==> src/rtl/disparity_frame_writer.sv <==
// Packs 16-bit disparity pixels two per word and writes them as fixed-length
// Avalon-MM bursts into a double-buffered frame store.
module disparity_frame_writer #(
  parameter int unsigned       frame_w      = 120,
  parameter int unsigned       frame_h      = 240,
  parameter int unsigned       burst_len    = 8,
  parameter int unsigned       addr_w       = 32,
  parameter logic [addr_w-1:0] base_addr    = '0,
  parameter logic [addr_w-1:0] frame_stride = addr_w'(32'h0002_0000)
) (
  input  logic                       clk,
  input  logic                       reset,
  input  logic [15:0]                disparity,
  input  logic                       disparity_valid,
  output logic                       disparity_ready,
  output logic [addr_w-1:0]          avm_address,
  output logic                       avm_write,
  output logic [31:0]                avm_writedata,
  output logic [$clog2(burst_len):0] avm_burstcount,
  input  logic                       avm_waitrequest,
  output logic                       frame_done,
  output logic                       done_buffer,
  output logic [15:0]                frame_count
);

  localparam int unsigned WPF   = (frame_w * frame_h) / 2;
  localparam int unsigned WLW   = $clog2(WPF + 1);
  localparam int unsigned DEPTH = 2 * burst_len;
  localparam int unsigned PW    = $clog2(DEPTH);
  localparam int unsigned CW    = $clog2(DEPTH + 1);
  localparam int unsigned BCW   = $clog2(burst_len) + 1;

  typedef enum logic [1:0] {IDLE, BURST, FRAME_END} state_t;

  state_t             state_q;
  logic               half_q;
  logic [15:0]        low_q;
  logic [31:0]        mem_q [DEPTH];
  logic [PW-1:0]      wr_idx_q;
  logic [PW-1:0]      rd_idx_q;
  logic [CW-1:0]      count_q;
  logic [CW-1:0]      count_d;
  logic               fifo_full;
  logic               hs;
  logic               push;
  logic               pop;
  logic [31:0]        need;

  logic               avm_write_q;
  logic [addr_w-1:0]  avm_address_q;
  logic [BCW-1:0]     avm_burstcount_q;
  logic [BCW-1:0]     beats_left_q;
  logic [WLW-1:0]     words_left_q;
  logic [addr_w-1:0]  wr_ptr_q;
  logic               wr_buf_q;
  logic               frame_done_q;
  logic               done_buffer_q;
  logic [15:0]        frame_count_q;

  assign fifo_full       = (count_q == CW'(DEPTH));
  assign disparity_ready = !reset && (!half_q || !fifo_full);
  assign hs              = disparity_valid && disparity_ready;
  assign push            = hs && half_q;
  assign pop             = avm_write_q && !avm_waitrequest;

  // Next FIFO occupancy; IDLE uses it so a burst can start the cycle after its last push.
  always_comb begin
    count_d = count_q;
    if (push && !pop) begin
      count_d = count_q + CW'(1);
    end else if (pop && !push) begin
      count_d = count_q - CW'(1);
    end
  end

  assign need = (32'(words_left_q) < burst_len) ? 32'(words_left_q) : burst_len;

  // Pixel pairing and FIFO pointers.
  always_ff @(posedge clk or posedge reset) begin
    if (reset) begin
      half_q   <= 1'b0;
      low_q    <= '0;
      wr_idx_q <= '0;
      rd_idx_q <= '0;
      count_q  <= '0;
    end else begin
      if (hs) begin
        half_q <= ~half_q;
        if (!half_q) begin
          low_q <= disparity;
        end
      end
      if (push) begin
        wr_idx_q <= wr_idx_q + PW'(1);
      end
      if (pop) begin
        rd_idx_q <= rd_idx_q + PW'(1);
      end
      count_q <= count_d;
    end
  end

  always_ff @(posedge clk) begin
    if (push) begin
      mem_q[wr_idx_q] <= {disparity, low_q};
    end
  end

  // Burst sequencing and frame bookkeeping.
  always_ff @(posedge clk or posedge reset) begin
    if (reset) begin
      state_q          <= IDLE;
      avm_write_q      <= 1'b0;
      avm_address_q    <= base_addr;
      avm_burstcount_q <= '0;
      beats_left_q     <= '0;
      words_left_q     <= WLW'(WPF);
      wr_ptr_q         <= base_addr;
      wr_buf_q         <= 1'b0;
      frame_done_q     <= 1'b0;
      done_buffer_q    <= 1'b1;
      frame_count_q    <= '0;
    end else begin
      frame_done_q <= 1'b0;
      case (state_q)
        IDLE: begin
          if (32'(count_d) >= need) begin
            state_q          <= BURST;
            avm_write_q      <= 1'b1;
            avm_address_q    <= wr_ptr_q;
            avm_burstcount_q <= BCW'(need);
            beats_left_q     <= BCW'(need);
          end
        end
        BURST: begin
          if (pop) begin
            words_left_q <= words_left_q - WLW'(1);
            beats_left_q <= beats_left_q - BCW'(1);
            if (beats_left_q == BCW'(1)) begin
              avm_write_q <= 1'b0;
              wr_ptr_q    <= wr_ptr_q + (addr_w'(avm_burstcount_q) << 2);
              if (words_left_q == WLW'(1)) begin
                state_q       <= FRAME_END;
                frame_done_q  <= 1'b1;
                done_buffer_q <= wr_buf_q;
                frame_count_q <= frame_count_q + 16'd1;
              end else begin
                state_q <= IDLE;
              end
            end
          end
        end
        FRAME_END: begin
          wr_buf_q     <= ~wr_buf_q;
          wr_ptr_q     <= wr_buf_q ? base_addr : base_addr + frame_stride;
          words_left_q <= WLW'(WPF);
          state_q      <= IDLE;
        end
        default: state_q <= IDLE;
      endcase
    end
  end

  assign avm_write      = avm_write_q;
  assign avm_address    = avm_address_q;
  assign avm_burstcount = avm_burstcount_q;
  assign avm_writedata  = mem_q[rd_idx_q];
  assign frame_done     = frame_done_q;
  assign done_buffer    = done_buffer_q;
  assign frame_count    = frame_count_q;

endmodule

==> config.mk <==
export PLATFORM = sky130hd
export DESIGN_NAME = disparity_frame_writer
export DESIGN_NICKNAME = d
export VERILOG_FILES = /design/src/rtl/disparity_frame_writer.sv
export SDC_FILE = /design/constraint.sdc
export NUM_CORES = 1
export LEC_CHECK = 0
export CAP_MARGIN = 20
export CORE_MARGIN = 2
export CORE_UTILIZATION = 24
export CTS_CLUSTER_DIAMETER = 60
export DETAILED_ROUTE_END_ITERATION = 12
export PLACE_DENSITY_LB_ADDON = 0.2
export SYNTH_ARGS = -nofsm -noshare
export SYNTH_HDL_FRONTEND = slang
export SYNTH_SLANG_ARGS = --single-unit
==> constraint.sdc <==
create_clock -name clk -period 10.31 [get_ports clk]
set_clock_uncertainty 0.15 [all_clocks]
set_input_delay 2.5775 -clock clk [delete_from_list [all_inputs] [get_ports clk]]
set_output_delay 2.5775 -clock clk [all_outputs]
set_load 0.05 [all_outputs]
[Yosys cells after proc, flatten, opt, wreduce, memory -nomap -nowiden]
Memory sizes are Yosys's and may differ from the RTL's.
Index checks and enable logic that the tools add are counted.
Word-level totals
  bits in writable memories: 512
  word-level logic and storage cells: 88
  flip-flop bits (word level): 138
  bits of input ports: 20
  memories kept: 1
  output and inout port bits: 88
Cells by class
  reduce and logical (&&, ||, !) cells: 24
  bitwise operators: 2
  eq/ne operators: 8
  add/sub/neg operators: 8
  mux-type cells: 27
  order comparisons: 2
Memory list
  mem_q: depth 16, width 32, read ports 1, clocked after memory_dff 0, wr ports 1, RTL line 38  | logic [31:0] mem_q [DEPTH];
Operator list (count)
  $mux 32: 2
  $pmux 32 s2: 1
  $add 32x6->32: 1
  $mux 14: 2
  $pmux 14 s2: 1
  $mux 18: 1
  $add 16x1->16 const B: 1
  $eq 14x1->1 const B: 1
  $ge 5x14->1: 1
  $lt 14x4->1 const B: 1
  $sub 14x1->14 const B: 1
  $mux 5: 2
  $mux 1: 9
  $reduce_and 3->1: 3
  $add 4x1->4 const B: 2
  $mux 2: 4
  $mux 4: 2
  $pmux 4 s2: 1
  $reduce_and 4->1: 2
  $logic_and 1x1->1: 6
  $logic_not 1->1: 6
  $ne 2x2->1 const B: 3
  $reduce_and 2->1: 3
  $add 5x1->5 const B: 1
  12 further kinds: 14

[Logic depth before layout (Yosys ltp)]
Gate-level depths: netlist (run 1).
  depth after elaboration: 13
  mapped depth: 15
  mapped depth without buffers: 13

[Worst setup path before layout (run 1)]
Ideal clock, no wire load.
  path type: input port to output port
  start point: input reset
  end point: output disparity_ready
  stages on the path: 1
  path slack: 4.176 ns
  data required time: 7.582 ns
  data arrival time: 3.407 ns
  cell sequence: a41oi_1
On the way
  word-level cells in the longest chain between the ends: 2
RTL lines
  start, declared: RTL line 12  | input logic reset,
  $logic_not 1->1 (no line)
  $logic_and 1x1->1: RTL line 61  | assign disparity_ready = !reset && (!half_q || !fifo_full);
  end, declared: RTL line 15  | output logic disparity_ready,
Every way passes these cells.

[Worst setup path after layout (run 1)]
  start point: register rd_idx_q[0]
  end point: output avm_writedata[27]
On the way
  word-level cells in the longest chain between the ends: 1
RTL lines
  start, declared: RTL line 40  | logic [PW-1:0] rd_idx_q;
  start signal, assigned: RTL line 97  | rd_idx_q <= rd_idx_q + PW'(1);
  $mem_v2 16x32
  end, declared: RTL line 18  | output logic [31:0] avm_writedata,
Every way passes these cells.

==> results.toml, run 1 <==
[synthesis]
syn_inst = 1294
synth-xor-area-share_pct = 1.64
ys_ff_latch = 646
syn_area_per_cell_um2 = 19.7
synth_edf_count = 512
synthSimpleGateAreaFrac_pct = 4.35
synth_top_family_by_area = "multiplexers"
synth_compound_area_share_pct = 2.02
synth-adder-area-share_pct = 1.16
ys_types = 58
ys_warn_count = 0
synth-async-reset-ratio_pct = 20.7
syn_area_um2 = 25500
ys_seq_area_share_pct = 73.4
yosys-mux-area-fraction_pct = 16.1
ys.flop_type = "edfxtp_1"

[place]
portBuffers = 105
dp_hpwl_um = 35700
dpl_worst_slack_ns = 3.44
routabilityCongestion = 0.691
placed_area_um2 = 28300
dp_cells = 2762

[grt]
grt_pass1_vias = 13600
grtUsageTotal_pct = 12.0
grt_max_degree = 74
grt-ovfl-total = 0
antenna_found_initial = 4
grt_pass1_wl_um = 94500

[sta]
setup_viol = 0
fin_crit_sh_pct = 67.2
fmax_mhz = 144
setup_slack_ns = 3.38
rsz0062_at_grt = "false"
slew_headroom_pct = 33.5
setup_tns_ns = 0
hold_violations = 0
worstMarginPinSlew_ns = 0.998
report.final.slew_viol_count = 0
holdWs_ns = 0.318
post-route-min-period_ns = 6.93

[clock_tree]
cts_num_sinks = 646
clk_pin_slew_ns = 0.05
clock_latency_ns = 0.62
cts_buffers = 72
h-tree-depth = 3
cts_tree = "built"
clk_path_buf_depth = 3
cts_resized = 0
hold_buffers = 0
cts_setup_buffers = 0
cts-root-buf = "clkbuf_16"

[critical_path]
rr_endpoint = "avm_address[23]$_DFFE_PP0P_"
critical_path.startpoint_type = "flip-flop"
worstPathRequired_ns = 7.58
crit_start = "rd_idx_q[0]$_DFFE_PP0P_"
crit_arrival_ns = 4.20
critPathKind = "flip-flop to output pin"
endpoint_kind = "output pin"
crit_path_end = "avm_writedata[27]"
worst-path-max-fanout = 45
reg2reg_setup_slack_ns = 5.65
reg2regPathDepth = 11
worstReg2RegStart = "words_left_q[4]$_DFFE_PP0P_"

[die]
fp.dieH_um = 330
die_w_um = 330
core-area_um2 = 105000
num_rows = 119
die-area_um2 = 109000
start_util_pct = 24.2
ios = 108

[pwr]
p_switching_mw = 2.78
total_power_mw = 8.42
vdd.ir_drop.worst_v = 0.000152
powerDensity_nw_per_um2 = 275
p_int_mw = 5.63
p_comb_share_pct = 29.8
total_leakage_power_nw = 10.1
sw_frac_of_total_pct = 33.1
clockPowerShare_pct = 29.3
power_frac_seq_pct = 40.9

[route]
drc = 0
drt_iter0_markers = 841
drt-total-wl_um = 64100
vias = 12700
dr.pass1.iters = 4
detail-route-antenna-nets = 0
wl_per_cell_um = 22.2
drt-vias-per-instance = 4.39

[cells_and_area]
final_common_cell = "edfxtp_1"
area_delta_synth_final_pct = 19.8
final_net_count = 1488
fin_util_pct = 29.0
layout_common_cells = "edfxtp_1 (512), mux4_2 (160), dfrtp_1 (125)"
final_cell_area_um2 = 30600
seqCellArea_um2 = 18700
fill_cells = 10500
stdcell_count = 2893
num_antenna_cells = 0
multiInputGateArea_um2 = 6490
drive_above_1_share_pct = 24.2

[outcome]
status = "finished clean"

[min_path]
hold_depth = 2
hp-class = "flip-flop to flip-flop"

[run]
maxCapViolCount = 0
-- power groups by stage --
stage	clock (mW)	combinational, mW	sequential, mW
final	2.46	2.51	3.45
after global routing	2.65	2.69	3.49
after CTS	2.55	2.59	3.46
after detailed placement	0	2.59	3.51
after global placement	0	2.58	3.49
after floorplan	0	1.74	3.45
-- layer usage --
metal	vias up	wire, um	global-route usage [%]
li1	5516	-	-
met1	6841	28700	15.9
met2	223	30900	19.5
met3	104	3150	2.97
met4	8	1340	3.24
met5	-	47	0
-- worst max-delay path, cell delays in order, from the launching register on --
cell and delay [ns]:
dfrtp_4 0.79, buf_4 0.85, mux4_2 0.61, mux4_2 0.57, clkdlybuf4s50_1 0.73
-- Yosys cell counts, types with 3 or more instances --
cell	n	area (um2)
mux2_2	44	495
nand2b_1	3	18.8
ha_1	22	275
nor4_1	5	31.3
dfstp_2	5	131
nor2_1	35	131
nand4_1	9	56.3
and3_1	10	62.6
nor2b_1	5	31.3
clkbuf_1	37	139
o31ai_1	3	22.5
nand3_1	28	140
nor3_1	9	45.0
nand2_1	57	214
dfrtp_1	129	3230
and4_1	3	26.3
inv_1	20	75.1
o21ai_0	37	185
or4_1	6	45.0
a21oi_1	18	90.1
a21o_1	3	22.5
buf_1	16	60.1
or3_1	16	100
xnor2_1	35	307
o21a_1	3	22.5
mux4_2	160	3600
edfxtp_1	512	15400
and2_1	12	75.1
xor2_1	11	96.3
-- cells by family after synthesis --
kind of cell             Yosys count
XOR/XNOR                          47
multiplexers                     205
AO/OA/AOI/OAI                     84
other                              2
AND/OR/NAND/NOR                  208
buffers and inverters             79
flip-flops                       646
adder cells (fa/ha/maj)           23
-- area by class of cell --
class                           instances  share of cell area (%)
Clock inverter                         30                   0.872
Clock buffer                          101                    6.45
Timing Repair Buffer                  134                    4.15
Multi-Input combinational cell        570                    21.2
Inverter                               21                   0.291
Tap cell                             1391                    5.69
Sequential cell                       646                    61.3
-- flip-flops by register name, summed over array words and instances, names as in the netlist, 5 cells and up --
signal        flops
words_left_q     14
mem_q           512
wr_ptr_q         30
avm_address      30
frame_count      16
count_q           5
low_q            16
-- how the worst min path moves through the flow --
stage / from / end / slack [ns]
floorplan: wr_ptr_q[11]$_DFFE_PP0P_ / wr_ptr_q[11]$_DFFE_PP0P_ / 0.31
global placement: done_buffer$_DFFE_PP1P_ / done_buffer$_DFFE_PP1P_ / 0.30
detailed placement: frame_count[15]$_DFFE_PP0P_ / frame_count[15]$_DFFE_PP0P_ / 0.31
CTS: done_buffer$_DFFE_PP1P_ / done_buffer$_DFFE_PP1P_ / 0.32
global route: frame_count[15]$_DFFE_PP0P_ / frame_count[15]$_DFFE_PP0P_ / 0.34
finish: done_buffer$_DFFE_PP1P_ / done_buffer$_DFFE_PP1P_ / 0.32
Note: power is estimated with default switching activity, not from simulation.
==> inputs of run 2 (changes only) <==
==> constraint.sdc (replaced) <==
create_clock -name clk -period 6.38 [get_ports clk]
set_clock_uncertainty 0.15 [all_clocks]
set_input_delay 1.595 -clock clk [delete_from_list [all_inputs] [get_ports clk]]
set_output_delay 1.595 -clock clk [all_outputs]
set_load 0.05 [all_outputs]
==> results.toml, run 2 (synthesis results as in run 1) <==
[outcome]
status = "finished clean"

[clock_tree]
hold_buffers = 0
clk_path_buf_depth = 3
clock_latency_ns = 0.62
h-tree-depth = 3
cts_tree = "built"
cts_buffers = 74
cts-root-buf = "clkbuf_16"
clk_pin_slew_ns = 0.06
cts_num_sinks = 646
cts_resized = 0
cts_setup_buffers = 0

[sta]
setup_tns_ns = 0
setup_slack_ns = 0.999
post-route-min-period_ns = 5.38
hold_violations = 0
setup_viol = 0
report.final.slew_viol_count = 0
rsz0062_at_grt = "false"
slew_headroom_pct = 41.0
fin_crit_sh_pct = 84.3
worstMarginPinSlew_ns = 0.885
fmax_mhz = 186

[grt]
antenna_found_initial = 5
grt_pass1_wl_um = 96700
grt_max_degree = 63
grt-ovfl-total = 0
grtUsageTotal_pct = 12.2
grt_pass1_vias = 14100

[critical_path]
worst-path-max-fanout = 34
path_cells = "buf_4, mux4_2, mux4_2, clkdlybuf4s50_1"
critPathKind = "flip-flop to output pin"
crit_arrival_ns = 3.64
endpoint_kind = "output pin"
worst_path_most_repeated_cell = "mux4_2"
critPathMaxStageDelay_ns = 0.75
worstPathRequired_ns = 4.64
reg2regPathDepth = 11
cpMaxStageDelayCell = "clkdlybuf4s50_1"
critical_path.startpoint_type = "flip-flop"

[place]
dpl_worst_slack_ns = 0.590
routabilityCongestion = 0.742
dp_hpwl_um = 37200
placed_area_um2 = 28400
portBuffers = 105

[cells_and_area]
top_register = "mem_q"
num_antenna_cells = 0
largest_reg_flops = 512
final_common_cell = "edfxtp_1"
area_delta_synth_final_pct = 21.0
layout_common_cells = "edfxtp_1 (512), mux4_2 (160), dfrtp_1 (125)"
final_net_count = 1492
final_cell_area_um2 = 30900
drive_above_1_share_pct = 25.3

[min_path]
hp-class = "flip-flop to flip-flop"
hold_depth = 2

[pwr]
powerDensity_nw_per_um2 = 453
vdd.ir_drop.worst_v = 0.000261
total_power_mw = 14.0
total_leakage_power_nw = 10.2

[route]
met3_length_um = 3140
vias = 12700
drt-total-wl_um = 65600
dr.pass1.iters = 4
drc = 0
wl_met2_um = 32300
wl_per_cell_um = 22.6
wl_met1_um = 28700
drt-vias-per-instance = 4.37
detail-route-antenna-nets = 0
routed.top_layer = "met5"
drt_iter0_markers = 777

[die]
fp.dieH_um = 330
die-area_um2 = 109000
start_util_pct = 24.2
num_rows = 119
die_w_um = 330
core-area_um2 = 105000
ios = 108

[run]
maxCapViolCount = 0
## run 2: cell types whose count changed in the layout (fill, tap and decap cells not counted), moves of 3 or more
cell / before / now
and2_2: 11 / 4
clkbuf_8: 4 / 7
buf_4: 29 / 26
inv_6: 2 / 5
clkinv_1: 15 / 11
clkinv_2: 6 / 10
clkbuf_1: 24 / 19
bufinv_16: 3 / 6
buf_12: 0 / 5
and2_4: 1 / 8
## run 2: area by class of cell
type	instances	area (um2)
flip-flops and latches	646	18700
well taps	1391	1740
clock inverters	37	412
multi-input cells	570	6500
repair buffers	136	1350
fillers	10400	74500
clock buffers	101	2040
inverters	21	88.8
## run 2: worst paths after layout
check | endpoint | slack (ns) | start
worst max-delay path | avm_writedata[26] | 1.0 | rd_idx_q[1]$_DFFE_PP0P_
worst min-delay path | done_buffer$_DFFE_PP1P_ | 0.32 | done_buffer$_DFFE_PP1P_
min in group asynchronous | half_q$_DFFE_PP0N_ | 1.39 | reset
max in group asynchronous | avm_burstcount[0]$_DFFE_PP0P_ | 3.66 | reset
worst min register to register | done_buffer$_DFFE_PP1P_ | 0.32 | done_buffer$_DFFE_PP1P_
worst max register to register | avm_address[2]$_DFFE_PP0P_ | 1.74 | words_left_q[4]$_DFFE_PP0P_
## run 2: per-stage QoR
stage / std cells / utilization (%) / hold WS, ns
4_1_cts: 2902 / 29.3 / 0.318
2_1_floorplan: 1295 / - / 0.314
3_5_place_dp: 2764 / 27.0 / 0.302
5_1_grt: 2902 / 29.3 / 0.332
3_3_place_gp: 2764 / 27.0 / 0.303
6_report: 2902 / 29.3 / 0.319
## run 2: report_power, final
part           total, mW  switching, mW  internal [mW]
clock network       4.28           1.76           2.52
registers           5.65          0.569           5.08
logic               4.04           2.27           1.77
## run 2: routing by layer
layer,up-vias,track usage (%)
li1,5528,-
met1,6792,15.8
met2,265,20.7
met3,94,2.83
met4,6,3.30
met5,-,0
## run 2: worst max-delay path, delay by kind of cell, from the launching register on
kind | cells | cell delay, ns
muxes | 2 | 0.94
DFF | 1 | 0.72
buffers and inverters | 2 | 1.32
==> inputs of run 3 (changes only) <==
==> constraint.sdc (replaced) <==
create_clock -name clk -period 5.2 [get_ports clk]
set_clock_uncertainty 0.15 [all_clocks]
set_input_delay 1.3 -clock clk [delete_from_list [all_inputs] [get_ports clk]]
set_output_delay 1.3 -clock clk [all_outputs]
set_load 0.05 [all_outputs]
==> results.toml, run 3 (synthesis results as in run 1) <==
[critical_path]
endpoint_kind = "output pin"
critPathKind = "flip-flop to output pin"
crit_arrival_ns = 3.36
reg2reg_setup_slack_ns = 0.97
worst-path-max-fanout = 13
critical_path.startpoint_type = "flip-flop"
rr_endpoint = "avm_address[20]$_DFFE_PP0P_"
worstReg2RegStart = "words_left_q[4]$_DFFE_PP0P_"
reg2regPathDepth = 11
worstPathRequired_ns = 3.75

[grt]
use_met3_pct = 2.82
grtUsageTotal_pct = 12.2
grt-ovfl-total = 0
antenna_found_initial = 4
use_met2_pct = 19.9
grt_use_met1_pct = 16.3
grt_pass1_vias = 14000
grt_pass1_wl_um = 96500
top_usage_layer = "met2"
grt_max_degree = 79

[cells_and_area]
fin_util_pct = 29.8
final_net_count = 1525
largest_reg_flops = 512
top_register = "mem_q"
final_common_cell = "edfxtp_1"
num_antenna_cells = 0
fill_cells = 10400
layout_common_cells = "edfxtp_1 (512), mux4_2 (160), dfrtp_1 (125)"
drive_above_1_share_pct = 28.4
area_delta_synth_final_pct = 23.2

[sta]
setup_tns_ns = 0
hold_violations = 0
fmax_mhz = 208
rsz0062_at_grt = "false"
worstMarginPinSlew_ns = 0.935
report.final.slew_viol_count = 0
post-route-min-period_ns = 4.81
slew_headroom_pct = 37.7
setup_viol = 0
fin_crit_sh_pct = 92.5

[clock_tree]
clk_pin_slew_ns = 0.06
cts_num_sinks = 646
hold_buffers = 0
cts_buffers = 79
h-tree-depth = 3
cts-root-buf = "clkbuf_16"
clk_path_buf_depth = 3
cts_setup_buffers = 0
cts_tree = "built"
clock_latency_ns = 0.64
cts_resized = 0

[die]
fp.dieH_um = 330
start_util_pct = 24.2
die_w_um = 330
num_rows = 119
core-area_um2 = 105000
die-area_um2 = 109000
ios = 108

[route]
vias = 13000
dr.pass1.iters = 5
drc = 0
drt-vias-per-instance = 4.41
wl_per_cell_um = 22.3
drt_iter0_markers = 895
detail-route-antenna-nets = 0
drt-total-wl_um = 65600

[min_path]
hold_depth = 2
worstHoldEndpoint = "done_buffer$_DFFE_PP1P_"
hp-start = "done_buffer$_DFFE_PP1P_"
hp-class = "flip-flop to flip-flop"

[pwr]
vdd.ir_drop.worst_v = 0.000308
powerDensity_nw_per_um2 = 559
total_leakage_power_nw = 10.5
total_power_mw = 17.6

[run]
maxCapViolCount = 0

[place]
routabilityCongestion = 0.702
dp_hpwl_um = 39400
portBuffers = 105

[outcome]
status = "finished clean"
-- run 3: changes by cell type in the layout (fill, tap and decap cells not counted), sizes merged --
| cell | change |
|---|---|
| buf | +41 |
| clkbuf | +13 |
| clkdlybuf4s50 | -13 |
| clkinv | -6 |
| inv | +1 |
-- run 3: power by group --
part	total [mW]	leakage, nW	internal, mW	switching (mW)
Clock	5.62	1.32	3.37	2.25
Combinational	5.09	2.96	2.20	2.90
Sequential	6.87	6.23	6.24	0.636
Total	17.6	10.5	11.8	5.78
-- run 3: final cells by class --
class	instances	area, um2	share of cell area [%]
Sequential cell	646	18700	59.6
Multi-Input combinational cell	570	6490	20.6
Clock buffer	114	2260	7.18
Tap cell	1391	1740	5.54
Timing Repair Buffer	164	1670	5.33
Clock inverter	32	445	1.42
Inverter	21	88.8	0.283
-- run 3: per-layer routing --
metal,vias to the layer above,part of all wire (%)
met1,6988,45
met5,-,0.066
met2,271,48
met4,6,2.1
met3,93,4.5
li1,5607,-
-- run 3: per-stage QoR --
stage / worst slack (ns) / instance area [um2] / hold slack (ns) / cells
after floorplan: 0.176 / 25500 / 0.314 / 1295
after global placement: 0.354 / 28700 / 0.310 / 2792
after detailed placement: 0.253 / 28700 / 0.319 / 2792
after CTS: 0.305 / 31400 / 0.336 / 2938
after global routing: 0.237 / 31400 / 0.349 / 2938
final: 0.389 / 31400 / 0.327 / 2938
-- run 3: how the worst max path moves through the flow --
stage               slack (ns)                     endpoint                    start  depth (start not counted)
global route              0.24            avm_writedata[28]  rd_idx_q[0]$_DFFE_PP0P_                          4
global placement          0.35  avm_address[20]$_DFFE_PP0P_          disparity_valid                         14
CTS                       0.31            avm_writedata[30]  rd_idx_q[0]$_DFFE_PP0P_                          4
detailed placement        0.25  avm_address[20]$_DFFE_PP0P_          disparity_valid                         13
finish                    0.39            avm_writedata[30]  rd_idx_q[0]$_DFFE_PP0P_                          4
floorplan                 0.18  avm_address[10]$_DFFE_PP0P_                    reset                          1
-- run 3: worst max-delay path: stages (launching register included) --
cell             delay (ns)
dfrtp_4                0.53
buf_4                  0.33
mux4_2                 0.55
mux4_2                 0.47
clkdlybuf4s50_1        0.85
